--- src/rtl/param_shift_engine.sv ---
// param_shift_engine: parametrised multi-mode shift/rotate register.
// Parallel load, then shifts one bit per clock under a busy/done handshake.
module param_shift_engine #(
    parameter int WIDTH = 8,
    parameter int CNT_W = 4
) (
    input  logic             clk,
    input  logic             reset,
    input  logic             load,
    input  logic [WIDTH-1:0] in,
    input  logic             start,
    input  logic [2:0]       mode,
    input  logic [CNT_W-1:0] amount,
    input  logic             ser_in,
    output logic [WIDTH-1:0] out,
    output logic             ser_out,
    output logic             busy,
    output logic             done
);

    typedef enum logic [1:0] {
        IDLE  = 2'd0,
        SHIFT = 2'd1,
        DONE  = 2'd2
    } state_t;

    localparam logic [2:0] M_SRL = 3'd0;
    localparam logic [2:0] M_SLL = 3'd1;
    localparam logic [2:0] M_SRA = 3'd2;
    localparam logic [2:0] M_ROR = 3'd3;
    localparam logic [2:0] M_ROL = 3'd4;

    localparam logic [CNT_W-1:0] CNT_ONE = CNT_W'(1);

    state_t           state;
    logic [CNT_W-1:0] count;
    logic [2:0]       mode_q;

    logic [WIDTH-1:0] step_word;
    logic             step_bit;

    // One 1-bit step of the latched operation; reserved modes hold.
    always_comb begin
        step_word = out;
        step_bit  = ser_out;
        unique case (mode_q)
            M_SRL: begin
                step_word = {ser_in, out[WIDTH-1:1]};
                step_bit  = out[0];
            end
            M_SLL: begin
                step_word = {out[WIDTH-2:0], ser_in};
                step_bit  = out[WIDTH-1];
            end
            M_SRA: begin
                step_word = {out[WIDTH-1], out[WIDTH-1:1]};
                step_bit  = out[0];
            end
            M_ROR: begin
                step_word = {out[0], out[WIDTH-1:1]};
                step_bit  = out[0];
            end
            M_ROL: begin
                step_word = {out[WIDTH-2:0], out[WIDTH-1]};
                step_bit  = out[WIDTH-1];
            end
            default: begin
                step_word = out;
                step_bit  = ser_out;
            end
        endcase
    end

    // Control FSM with registered datapath and handshake outputs.
    always_ff @(posedge clk or posedge reset) begin
        if (reset) begin
            state   <= IDLE;
            out     <= '0;
            ser_out <= 1'b0;
            busy    <= 1'b0;
            done    <= 1'b0;
            count   <= '0;
            mode_q  <= '0;
        end else begin
            unique case (state)
                IDLE: begin
                    busy <= 1'b0;
                    done <= 1'b0;
                    if (load) begin
                        out <= in;
                    end else if (start) begin
                        mode_q <= mode;
                        if (amount == '0) begin
                            state <= DONE;
                            done  <= 1'b1;
                        end else begin
                            count <= amount;
                            state <= SHIFT;
                            busy  <= 1'b1;
                        end
                    end
                end
                SHIFT: begin
                    out     <= step_word;
                    ser_out <= step_bit;
                    count   <= count - CNT_ONE;
                    if (count == CNT_ONE) begin
                        state <= DONE;
                        busy  <= 1'b0;
                        done  <= 1'b1;
                    end
                end
                DONE: begin
                    done  <= 1'b0;
                    busy  <= 1'b0;
                    state <= IDLE;
                end
                default: begin
                    state <= IDLE;
                    busy  <= 1'b0;
                    done  <= 1'b0;
                end
            endcase
        end
    end

endmodule

--- config.mk ---
export PLATFORM = sky130hd
export DESIGN_NAME = param_shift_engine
export DESIGN_NICKNAME = d
export VERILOG_FILES = /design/src/rtl/param_shift_engine.sv
export SDC_FILE = /design/constraint.sdc
export NUM_CORES = 1
export LEC_CHECK = 0
export CAP_MARGIN = 20
export CORE_AREA = 2 2 62 49
export DETAILED_ROUTE_END_ITERATION = 7
export DIE_AREA = 0 0 64 51
export MAX_ROUTING_LAYER = met4
export PLACE_DENSITY = 0.77
export SETUP_SLACK_MARGIN = 0.3
export SYNTH_ARGS = -nofsm -noshare
export SYNTH_HDL_FRONTEND = slang
export SYNTH_SLANG_ARGS = --single-unit
--- constraint.sdc ---
create_clock -name clk -period 1.9 [get_ports clk]
set_input_delay 0.19 -clock clk [delete_from_list [all_inputs] [get_ports clk]]
set_output_delay 0.19 -clock clk [all_outputs]
set_load 0.01 [all_outputs]
After elaboration in Yosys (flattened, before gate mapping)
Cells that the tools add are included.
{"block": "word_totals", "register_bits": 20, "inputBits": 20, "output_inout_bits": 11, "wordCells": 60}
{"block": "classes", "n_eq_ne": 14, "addsub": 1, "n_reduce_logical": 13, "n_bitwise": 1, "muxes": 23}
{"operator": "one-hot mux 8 bit (5 select lines)", "n": 1}
{"operator": "one-hot mux 8 bit (2 select lines)", "n": 1}
{"operator": "2-to-1 mux 4 bit", "n": 3}
{"operator": "!= test 2 bit, second input constant", "n": 6}
{"operator": "AND reduction 3 bit", "n": 3}
{"operator": "2-to-1 mux 1 bit", "n": 8}
{"operator": "2-to-1 mux 2 bit", "n": 4}
{"operator": "2-to-1 mux 8 bit", "n": 1}
{"operator": "one-hot mux 4 bit (2 select lines)", "n": 1}
{"operator": "AND reduction 4 bit", "n": 2}
{"operator": "equality test 3 x 2 -> 1 bit, second input constant", "n": 2}
{"operator": "!= test 6 x 1 -> 1 bit, second input constant", "n": 1}
{"operator": "one-hot mux 1 bit (2 select lines)", "n": 3}
{"operator": "!= test 5 x 1 -> 1 bit, second input constant", "n": 1}
{"operator": "equality test 4 x 1 -> 1 bit, second input constant", "n": 1}
{"operator": "zero test 4 bit", "n": 1}
{"operator": "one-hot mux 2 bit (2 select lines)", "n": 1}
{"operator": "nonzero test 2 bit", "n": 2}
{"operator": "subtractor 4 x 1 -> 4 bit, second input constant", "n": 1}
{"operator": "equality test 3 x 1 -> 1 bit, second input constant", "n": 1}
{"operator": "equality test 3 bit, second input constant", "n": 1}
{"operator": "zero test 3 bit", "n": 1}
{"operator": "OR reduction 3 bit", "n": 1}
{"operator": "equality test 2 x 1 -> 1 bit, second input constant", "n": 1}
{"operator": "other kinds (4)", "n": 4}

Longest topological paths before layout
Gate-level depths: netlist of run 1.
{"block": "logic_depth", "depth_word": 5, "mapped_depth": 6, "depth_no_buf": 6}

Least setup slack after synthesis of run 1
No wires, ideal clock.
{"block": "synth_timing", "kind": "reg-to-reg", "from": "reg mode_q[0]", "to": "reg out[2]", "path_stages_with_launch": 7, "arrival_ns": 1.423, "period_less_slack_ns": 1.564, "n_path_buf": 2, "setup_slack_ns": 0.336, "required_ns": 1.759, "cell_sequence": "dfrtp_1 buf_6 or2_4 a311o_1 buf_6 nand2_1 o221ai_1"}
{"block": "synth_between", "elab_chain_len": 3}
{"element": "from (decl)", "line": "37", "source": "logic [2:0] mode_q;"}
{"element": "from (signal assigned)", "line": "92", "source": "mode_q <= mode;"}
{"element": "equality test 3 bit, or another cell as far along", "line": "46", "source": "unique case (mode_q)"}
{"element": "one-hot mux 8 bit (5 select lines) / != test 6 x 1 -> 1 bit (equally long branches)"}
{"element": "one-hot mux 8 bit (2 select lines) / AND reduction 3 bit (equally long branches)"}
{"element": "to (signal assigned)", "line": "90", "source": "out <= in;"}
{"element": "to (signal assigned)", "line": "104", "source": "out <= step_word;"}
{"element": "to (decl)", "line": "15", "source": "output logic [WIDTH-1:0] out,"}
Parallel ways exist; a longest one is shown, timed or not.
A chain may end at the register's enable or synchronous reset.

Final worst setup path of run 1
{"block": "layout_timing", "from": "reg out[0]", "to": "out out[0]"}
No word-level cell between the ends.

==> results of run 1 <==
stage by stage:
stage | hold WS, ps | total power [uW] | setup WS, ps
2_1_floorplan | 154 | 1880 | 336
3_3_place_gp | 474 | 2280 | 165
3_5_place_dp | 472 | 2330 | 115
4_1_cts | 195 | 2680 | 320
5_1_grt | 225 | 3000 | 292
6_report | 194 | 2780 | 356
logic make-up (layout without fill, tap and decap cells):
logic type,count (synthesis),after routing,synth area share [%]
adder cells (fa/ha/maj),2,2,2.03
AND/OR/NAND/NOR,50,50,19.2
multiplexers,13,13,11.1
AO/OA/AOI/OAI,34,35,20.8
buffers and inverters,14,49,6.29
flip-flops,20,20,40.6
path summary, 6_finish.rpt:
check | start | to | slack (ps)
max | out[0] | out[0] | 360
min | reset | ser_out | 190
max reg2reg | mode_q[0] | out[3] | 370
min reg2reg | busy | busy | 510
max in group asynchronous | reset | mode_q[2] | 1480
min in group clk | in[4] | out[4] | 480
what timing repair did:
| action | 4_1_cts | 5_1_grt |
|---|---|---|
| cloned | 1 | 0 |
| setup buffers | 1 | 3 |
| pin swaps | 2 | 0 |
| resized for setup | 2 | 5 |
| endpoints found under the hold margin | 0 | 0 |
| endpoints found under the setup margin | 7 | 8 |
power groups by stage:
| stage | Clock (uW) | Sequential [uW] | Combinational [uW] |
|---|---|---|---|
| 6_report | 249 | 901 | 1630 |
| 3_5_place_dp | 0 | 893 | 1440 |
| 3_3_place_gp | 0 | 887 | 1400 |
| 4_1_cts | 255 | 897 | 1530 |
| 2_1_floorplan | 0 | 840 | 1040 |
| 5_1_grt | 276 | 931 | 1800 |
worst reg2reg max path: stages (launching register included):
cell,delay [ps]
dfrtp_2,490
or2_4,300
a311o_2,390
nand2_1,100
o221ai_1,120
metal layers:
layer	vias up	GRT usage (%)	part of all wire [%]
met5	-	-	0
met4	0	4.35	0.49
met3	2	4.19	6.0
met2	55	31.9	47
met1	559	28.0	47
li1	553	-	-
layout make-up:
type	count	share of cell area, %
clock buffers	4	2.17
repair buffers	39	22.8
flip-flops and latches	20	30.2
inverters	6	1.35
multi-input cells	100	40.6
well taps	38	2.85
synthesized netlist by cell type:
cell	n	area share, %
nor4bb_1	1	0.81
o21ai_1	1	0.41
mux2i_1	8	6.5
o221a_2	1	0.91
o21bai_1	1	0.61
a32oi_1	2	1.4
a311oi_1	1	0.71
or2_4	1	0.71
nor2_1	10	3.0
nand2_1	22	6.7
nand2b_1	4	2.0
buf_2	2	0.81
inv_1	6	1.8
mux2_2	5	4.6
a22oi_1	1	0.61
nand3_1	1	0.41
a21oi_1	6	2.4
a311o_1	1	0.81
nand3b_1	1	0.61
a21oi_4	1	1.3
or4_1	1	0.61
nor2b_1	3	1.5
a31oi_1	1	0.51
clkbuf_1	3	0.91
dfrtp_1	20	41
o221ai_2	2	2.4
nor4b_1	1	0.71
o221ai_1	5	3.6
o21ai_0	8	3.2
o31ai_1	2	1.2
a21o_1	1	0.61
buf_6	3	2.7
nor3_1	5	2.0
ha_1	2	2.0
state kept, by name, summed over array words and instances (netlist names):
name / flops
count: 4
out: 8
state: 2
mode_q: 3
busy: 1
ser_out: 1
done: 1
==> flow_summary_export.csv, run 1 <==
group,metric,value,unit
clock_network,clkSinkCount,20,
sta,rsz0062_at_grt,"no",
die,die-area,0.00326,mm^2
synth,synth.cell_area,0.00123,mm^2
power_and_ir_drop,p_leak,0.000690,uW
place,place_hpwl,2.12,mm
setup_path,path_buf_inv,1,
place,dp.cells,198,
route,first_pass_iters,4,
synth,synth_cells,133,
clock_network,cts_root_buf,"clkbuf_4",
power_and_ir_drop,clkPwrFrac,9.0,%
global_routing,grt_pass1_wl,5.09,mm
run,drv_cap,0,
cells_and_area,multiInputGateArea,678,um^2
power_and_ir_drop,pwr-share-seq,32.4,%
die,row_count,17,
status,status,"finished clean",
clock_network,clk_pin_slew,110,ps
synth,avgSynthCellArea,9.27,um^2
power_and_ir_drop,ir_drop,0.698,mV
power_and_ir_drop,swShare,42.0,%
synth,ys_warn_count,0,
global_routing,grt_overflow,0,
route,drt_first_iter_violations,120,
route,route.detailed.drc,0,
die,die_y,51,um
setup_path,critPathRequiredTime,1710,ps
setup_path,max_stage_delay,580,ps
clock_network,cts_inserted_buffers,3,
route,drtAntennaViolNets,0,
cells_and_area,syn2layout_area_growth,35.4,%
clock_network,postCtsHoldBufs,0,
global_routing,grt_max_degree,21,
clock_network,cts_tree,"built",
cells_and_area,layout-drive-gt1-share,17.8,%
sta,worstMarginPinSlew,489,ps
cells_and_area,fin_area,0.00167,mm^2
cells_and_area,final_cell_mix,"clkdlybuf4s50_1, nand2_1, dfrtp_1",
cells_and_area,diodes,0,
cells_and_area,final_nets,192,
setup_path,reg2regPathDepth,4,
worst_hold_path,hold_class,"in -> async",
synth,ys_ff_latch,20,
cells_and_area,mostFrequentLayoutCell,"clkdlybuf4s50_1",
sta,period_needed,1540,ps
setup_path,cp_data_arrival_time,1350,ps
place,gp_congestion,0.803,
power_and_ir_drop,powerDensity,1670,mW/mm^2
cells_and_area,fillCellCount,234,
clock_network,clk_latency,300,ps
global_routing,grtUsageTotal,20.5,%
clock_network,clockBufferDepth,2,
setup_path,cp-end-kind,"output port",
global_routing,antenna_found_initial,0,
power_and_ir_drop,switchingPower,1170,uW
route,via_per_inst,5.65,
sta,finalCritPeriodShare,81.3,%
synth,syn-num-nets,155,
place,post_dp_cell_area,0.00156,mm^2
place,port_buffers,30,
sta,maxSlewViolCount,0,
setup_path,cp_max_fo,5,
clock_network,h-tree-depth,1,
die,start_util,44.9,%
global_routing,grt_pass1_vias,1080,
setup_path,worst_path_max_delay_cell,"clkdlybuf4s50_1",
cells_and_area,regArea,504,um^2
power_and_ir_drop,p_int,1620,uW
route,num_vias,1169,
die,die_x,64,um
synth,synth-seq-area-share,40.6,%
sta,fmax,0.647,GHz
sta,skew,2.52,ps
setup_path,crit_type,"reg -> out",
sta,setup-tns-final,0,ps
route,wl,3.05,mm
setup_path,crit_chain,"clkdlybuf4s50_1",
sta,hold_viol_final,0,
sta,setup_viol,0,
setup_path,path_delay_family,"buffers and inverters",
synth,synth.distinct_cells,34,
die,core,0.00274,mm^2
cells_and_area,final_core_util,60.8,%
cells_and_area,fin_cells,207,
setup_path,cp-start-kind,"register",
die,boundaryPins,31,
setup_path,crit_cells,1,
sta,slew_headroom,67.1,%
power_and_ir_drop,p_comb_share,58.7,%
route,wl_per_cell,14.7,um
(Power assumes the default switching activity.)
==> run 2, diff against run 1 <==
CORE_AREA = 2 2 65 51   (was 2 2 62 49)
DIE_AREA = 0 0 67 53   (was 0 0 64 51)
PLACE_DENSITY = 0.74   (was 0.77)
clock period = 1.4 ns   (was 1.9 ns; I/O delays follow)
==> run 2 against run 1 <==
  * The flow now finishes with violations (negative setup slack)
  * Setup slack worse by 450 ps
  * Sequential share of layout area decreased by 6.7 points
  * Core utilization grew 13 points
  * Non-clock buffer count up 29
  * Critical path depth increased by 2
  * Register-to-register slack got worse by 470 ps
  * Count of clock-buffer cells in the layout unchanged
  * First-iteration DRC count decreased by 46%
  * Worst hold slack gained 16 ps
  * Global-route usage is 2.0 points higher
  * Total power grew 83%
  * Combinational power up 110%
  * Critical path type is now reg -> reg
  * Largest power group unchanged
==> flow_summary_export.csv, run 2 (synthesis gave the netlist of run 1 again) <==
group,metric,value,unit
power_and_ir_drop,swShare,41.6,%
sta,rsz0062_at_grt,"yes",
clock_network,postCtsHoldBufs,0,
route,wl,4.23,mm
route,via_per_inst,5.74,
clock_network,clkSinkCount,20,
power_and_ir_drop,ir_drop,1.20,mV
cells_and_area,final_cell_mix,"buf_4, nand2_1, dfrtp_1",
cells_and_area,fin_area,0.00214,mm^2
global_routing,grtUsageTotal,22.6,%
cells_and_area,diodes,0,
cells_and_area,final_nets,221,
clock_network,h-tree-depth,1,
cells_and_area,largest_register_ffs,8,
global_routing,grt_overflow,0,
place,port_buffers,30,
route,first_pass_iters,4,
power_and_ir_drop,p_leak,0.000927,uW
worst_hold_path,hold_class,"in -> async",
sta,maxSlewViolCount,0,
power_and_ir_drop,clkPwrFrac,8.8,%
cells_and_area,final_core_util,74.0,%
sta,postLayoutSetupSlackWorst,-95.5,ps
sta,hold_viol_final,0,
global_routing,grt_pass1_vias,1279,
clock_network,cts_inserted_buffers,3,
route,drtAntennaViolNets,0,
route,route.detailed.drc,0,
power_and_ir_drop,switchingPower,2120,uW
die,row_count,17,
die,core,0.00289,mm^2
run,drv_cap,0,
route,drt_first_iter_violations,65,
clock_network,cts_root_buf,"clkbuf_8",
sta,finalCritPeriodShare,107,%
sta,period_needed,1500,ps
clock_network,clockBufferDepth,2,
place,place_hpwl,2.41,mm
setup_path,cp_data_arrival_time,1670,ps
clock_network,clk_latency,260,ps
die,start_util,42.6,%
status,violations,"negative setup slack",
setup_path,cp-start-kind,"register",
die,die-area,0.00355,mm^2
cells_and_area,syn2layout_area_growth,73.8,%
route,num_vias,1355,
clock_network,cts_tree,"built",
global_routing,grt_max_degree,21,
sta,worstMarginPinSlew,316,ps
place,post_dp_cell_area,0.00173,mm^2
setup_path,crit_type,"reg -> reg",
setup_path,cp_max_fo,7,
power_and_ir_drop,pwr-share-seq,22.5,%
sta,slew_headroom,78.7,%
cells_and_area,largest_register,"out",
power_and_ir_drop,powerDensity,2380,mW/mm^2
clock_network,clk_pin_slew,80,ps
status,status,"complete, but fails checks",
sta,fmax,0.669,GHz
cells_and_area,layout-drive-gt1-share,44.4,%
cells_and_area,mostFrequentLayoutCell,"buf_4",
setup_path,critPathRequiredTime,1570,ps
global_routing,grt_pass1_wl,5.74,mm
sta,skew,6.20,ps
place,gp_congestion,0.829,
route,wl_per_cell,17.9,um
global_routing,antenna_found_initial,0,
die,boundaryPins,31,
power_and_ir_drop,p_comb_share,68.6,%
setup_path,cp-end-kind,"register",
die,die_y,53,um
power_and_ir_drop,p_int,2970,uW
sta,setup_viol,8,
cells_and_area,biggestRegsByFlops,"out: 8 flops, count: 4 flops, mode_q: 3 flops",
die,die_x,67,um
-- run 2: cell type report --
| class | instances | area, um^2 |
|---|---|---|
| inverter | 6 | 22.5 |
| fill | 194 | 751 |
| timing repair buffer | 68 | 628 |
| sequential | 20 | 503 |
| tap | 38 | 47.5 |
| multi-input combinational | 100 | 886 |
| clock buffer | 4 | 55.1 |
-- run 2: timing repair --
| action | CTS | global route |
|---|---|---|
| gates resized for setup | 41 | 44 |
| setup buffers | 13 | 3 |
| endpoints found under the setup margin | 31 | 28 |
| pin swaps | 16 | 15 |
| cloned | 1 | 0 |
-- run 2: routing by layer --
metal | GRT usage [%] | vias to the layer above | share of wire (%)
li1 | - | 611 | -
met2 | 36.0 | 49 | 50
met1 | 28.9 | 688 | 44
met4 | 8.50 | 0 | 1.4
met5 | - | - | 0
met3 | 4.04 | 7 | 4.5
-- run 2: metrics by stage --
| stage | hold slack, ps | setup slack [ps] | total power [uW] | cells | setup TNS, ps |
|---|---|---|---|---|---|
| after floorplan | 104 | -125 | 2690 | 133 | -798 |
| after global placement | 465 | -218 | 3480 | 215 | -3090 |
| after detailed placement | 477 | -247 | 3590 | 215 | -3550 |
| after CTS | 212 | -133 | 4450 | 233 | -642 |
| after global routing | 229 | -156 | 5370 | 236 | -1010 |
| final | 210 | -95.5 | 5100 | 236 | -593 |
-- run 2: power groups by stage --
stage	logic (uW)	clock network (uW)	registers [uW]
after detailed placement	2420	0	1160
after CTS	2880	454	1110
after global placement	2330	0	1150
after floorplan	1540	0	1150
final	3500	451	1150
after global routing	3700	493	1180
-- run 2: final timing paths --
kind,to,from,depth (start not counted),slack [ps]
max in group asynchronous,state[0],reset,3,950
min in group clk,count[0],amount[0],3,390
max reg2reg,out[6],mode_q[0],3,-100
max,out[6],mode_q[0],3,-100
min,out[1],reset,3,210
min reg2reg,ser_out,ser_out,2,490
-- run 2: worst max-delay path: stages (launching register included) --
cell and delay (ps):
dfrtp_1 410, or2_4 280, a311o_2 480, o221ai_2 230
==> edit, RTL diff (config.mk and constraints of run 2) <==
Encoding of `state_t`: now one-hot (3 bits for 3 states).
--- a/src/rtl/param_shift_engine.sv
+++ b/src/rtl/param_shift_engine.sv
@@ -19,8 +19,8 @@
 );
 
-    typedef enum logic [1:0] {
-        IDLE  = 2'd0,
-        SHIFT = 2'd1,
-        DONE  = 2'd2
+    typedef enum logic [2:0] {
+        IDLE  = 3'b001,
+        SHIFT = 3'b010,
+        DONE  = 3'b100
     } state_t;
 
Check against the original RTL: same outputs for any inputs over 10 cycles, from zero or initial values and one cycle with reset high; not proved beyond that.
==> edit against run 2 <==
- the run still ends with negative setup slack left
- clock skew barely moved
- die area stayed put
- highest routed layer unchanged
- power down 36%
- sequential cell count rose by 1
- area after synthesis increased by 2.8%
- global-route usage is 1.5 points higher
- setup slack got worse by 0.076 ns
- routed wire length down 1.8%
- final area down 1.7%
==> edit: results (changes against run 2) <==
failing checks=negative setup slack; post-synth cell types=37 (+8.8%); total combinational power=1890 uW (-46%); PwrDens=1559 nW/um2 (-34%); clock-cell share of area=2.139% (-0.43 points); crit-path max cell delay=0.46 ns (-0.02 ns); Multi-input comb cells=94 (-6.0%); Worst EP arrival=1.73 ns (+0.06 ns); Signal buf overhead=30.78% (+1.5 points); Final WS setup=-0.1720 ns (-0.07645 ns); CP Max Fanout=9 (+2); ratio of cells with drive above 1 in the final layout=45.50% (+1.1 points); cell leakage power=0.0009628 uW (+3.8%); Switching Share=39.90% (-1.7 points); vias in the first global route=1285 (+0.47%); R2R Setup Slk=-0.17 ns (-0.08 ns); post-synthesis sequential area ratio=41.56% (+0.95 points); final core utilization=72.79% (-1.3 points); Mapped Cells=128 (-3.8%); Final nets=223 (+0.90%); first-pass GRT wire length=6.106 mm (+6.4%); final setup vio count=19 (+11); Iter 0 DRT Violations=60 (-7.7%); reg2reg path depth=4 (+1); Overall Global Routing Usage=24.06% (+1.5 points); largest net degree at the start of global routing=12 (-43%); status=complete, but fails checks; Non-Clock Inverter Count=7 (+1); routed len/inst=17.46 um (-2.6%); Non-clk bufs=74 (+8.8%); capture point of the critical path=out[7]$_DFFE_PP0P_
[edit: cell types whose count changed after synthesis, moves of 3 or more]
cell      change
buf_4         +3
nor2b_1       -3
nor3_1        -3
nand2_1       -4
clkbuf_1      -3
[edit: cell families (layout without fill, tap and decap cells)]
group / Yosys count / in the layout / share of synthesized area (%)
multiplexers: 13 / 13 / 10.66
AND/OR/NAND/NOR: 41 / 41 / 16.49
buffers and inverters: 13 / 85 / 6.219
XOR/XNOR: 1 / 1 / 0.6911
flip-flops: 21 / 21 / 41.56
adder cells (fa/ha/maj): 2 / 2 / 1.974
AO/OA/AOI/OAI: 37 / 37 / 22.41
[edit: routing by layer]
layer / up-vias / GRT usage, % / part of all wire, %
li1: 620 / - / -
met1: 677 / 31.60 / 43
met2: 56 / 36.30 / 48
met3: 11 / 5.532 / 6.7
met4: 0 / 9.184 / 2.2
met5: - / - / 0
[edit: timing repair]
action                                  CTS  global route
gates resized for setup                  41            21
setup buffers                             9             4
endpoints found under the setup margin   32            26
pin swaps                                11             2
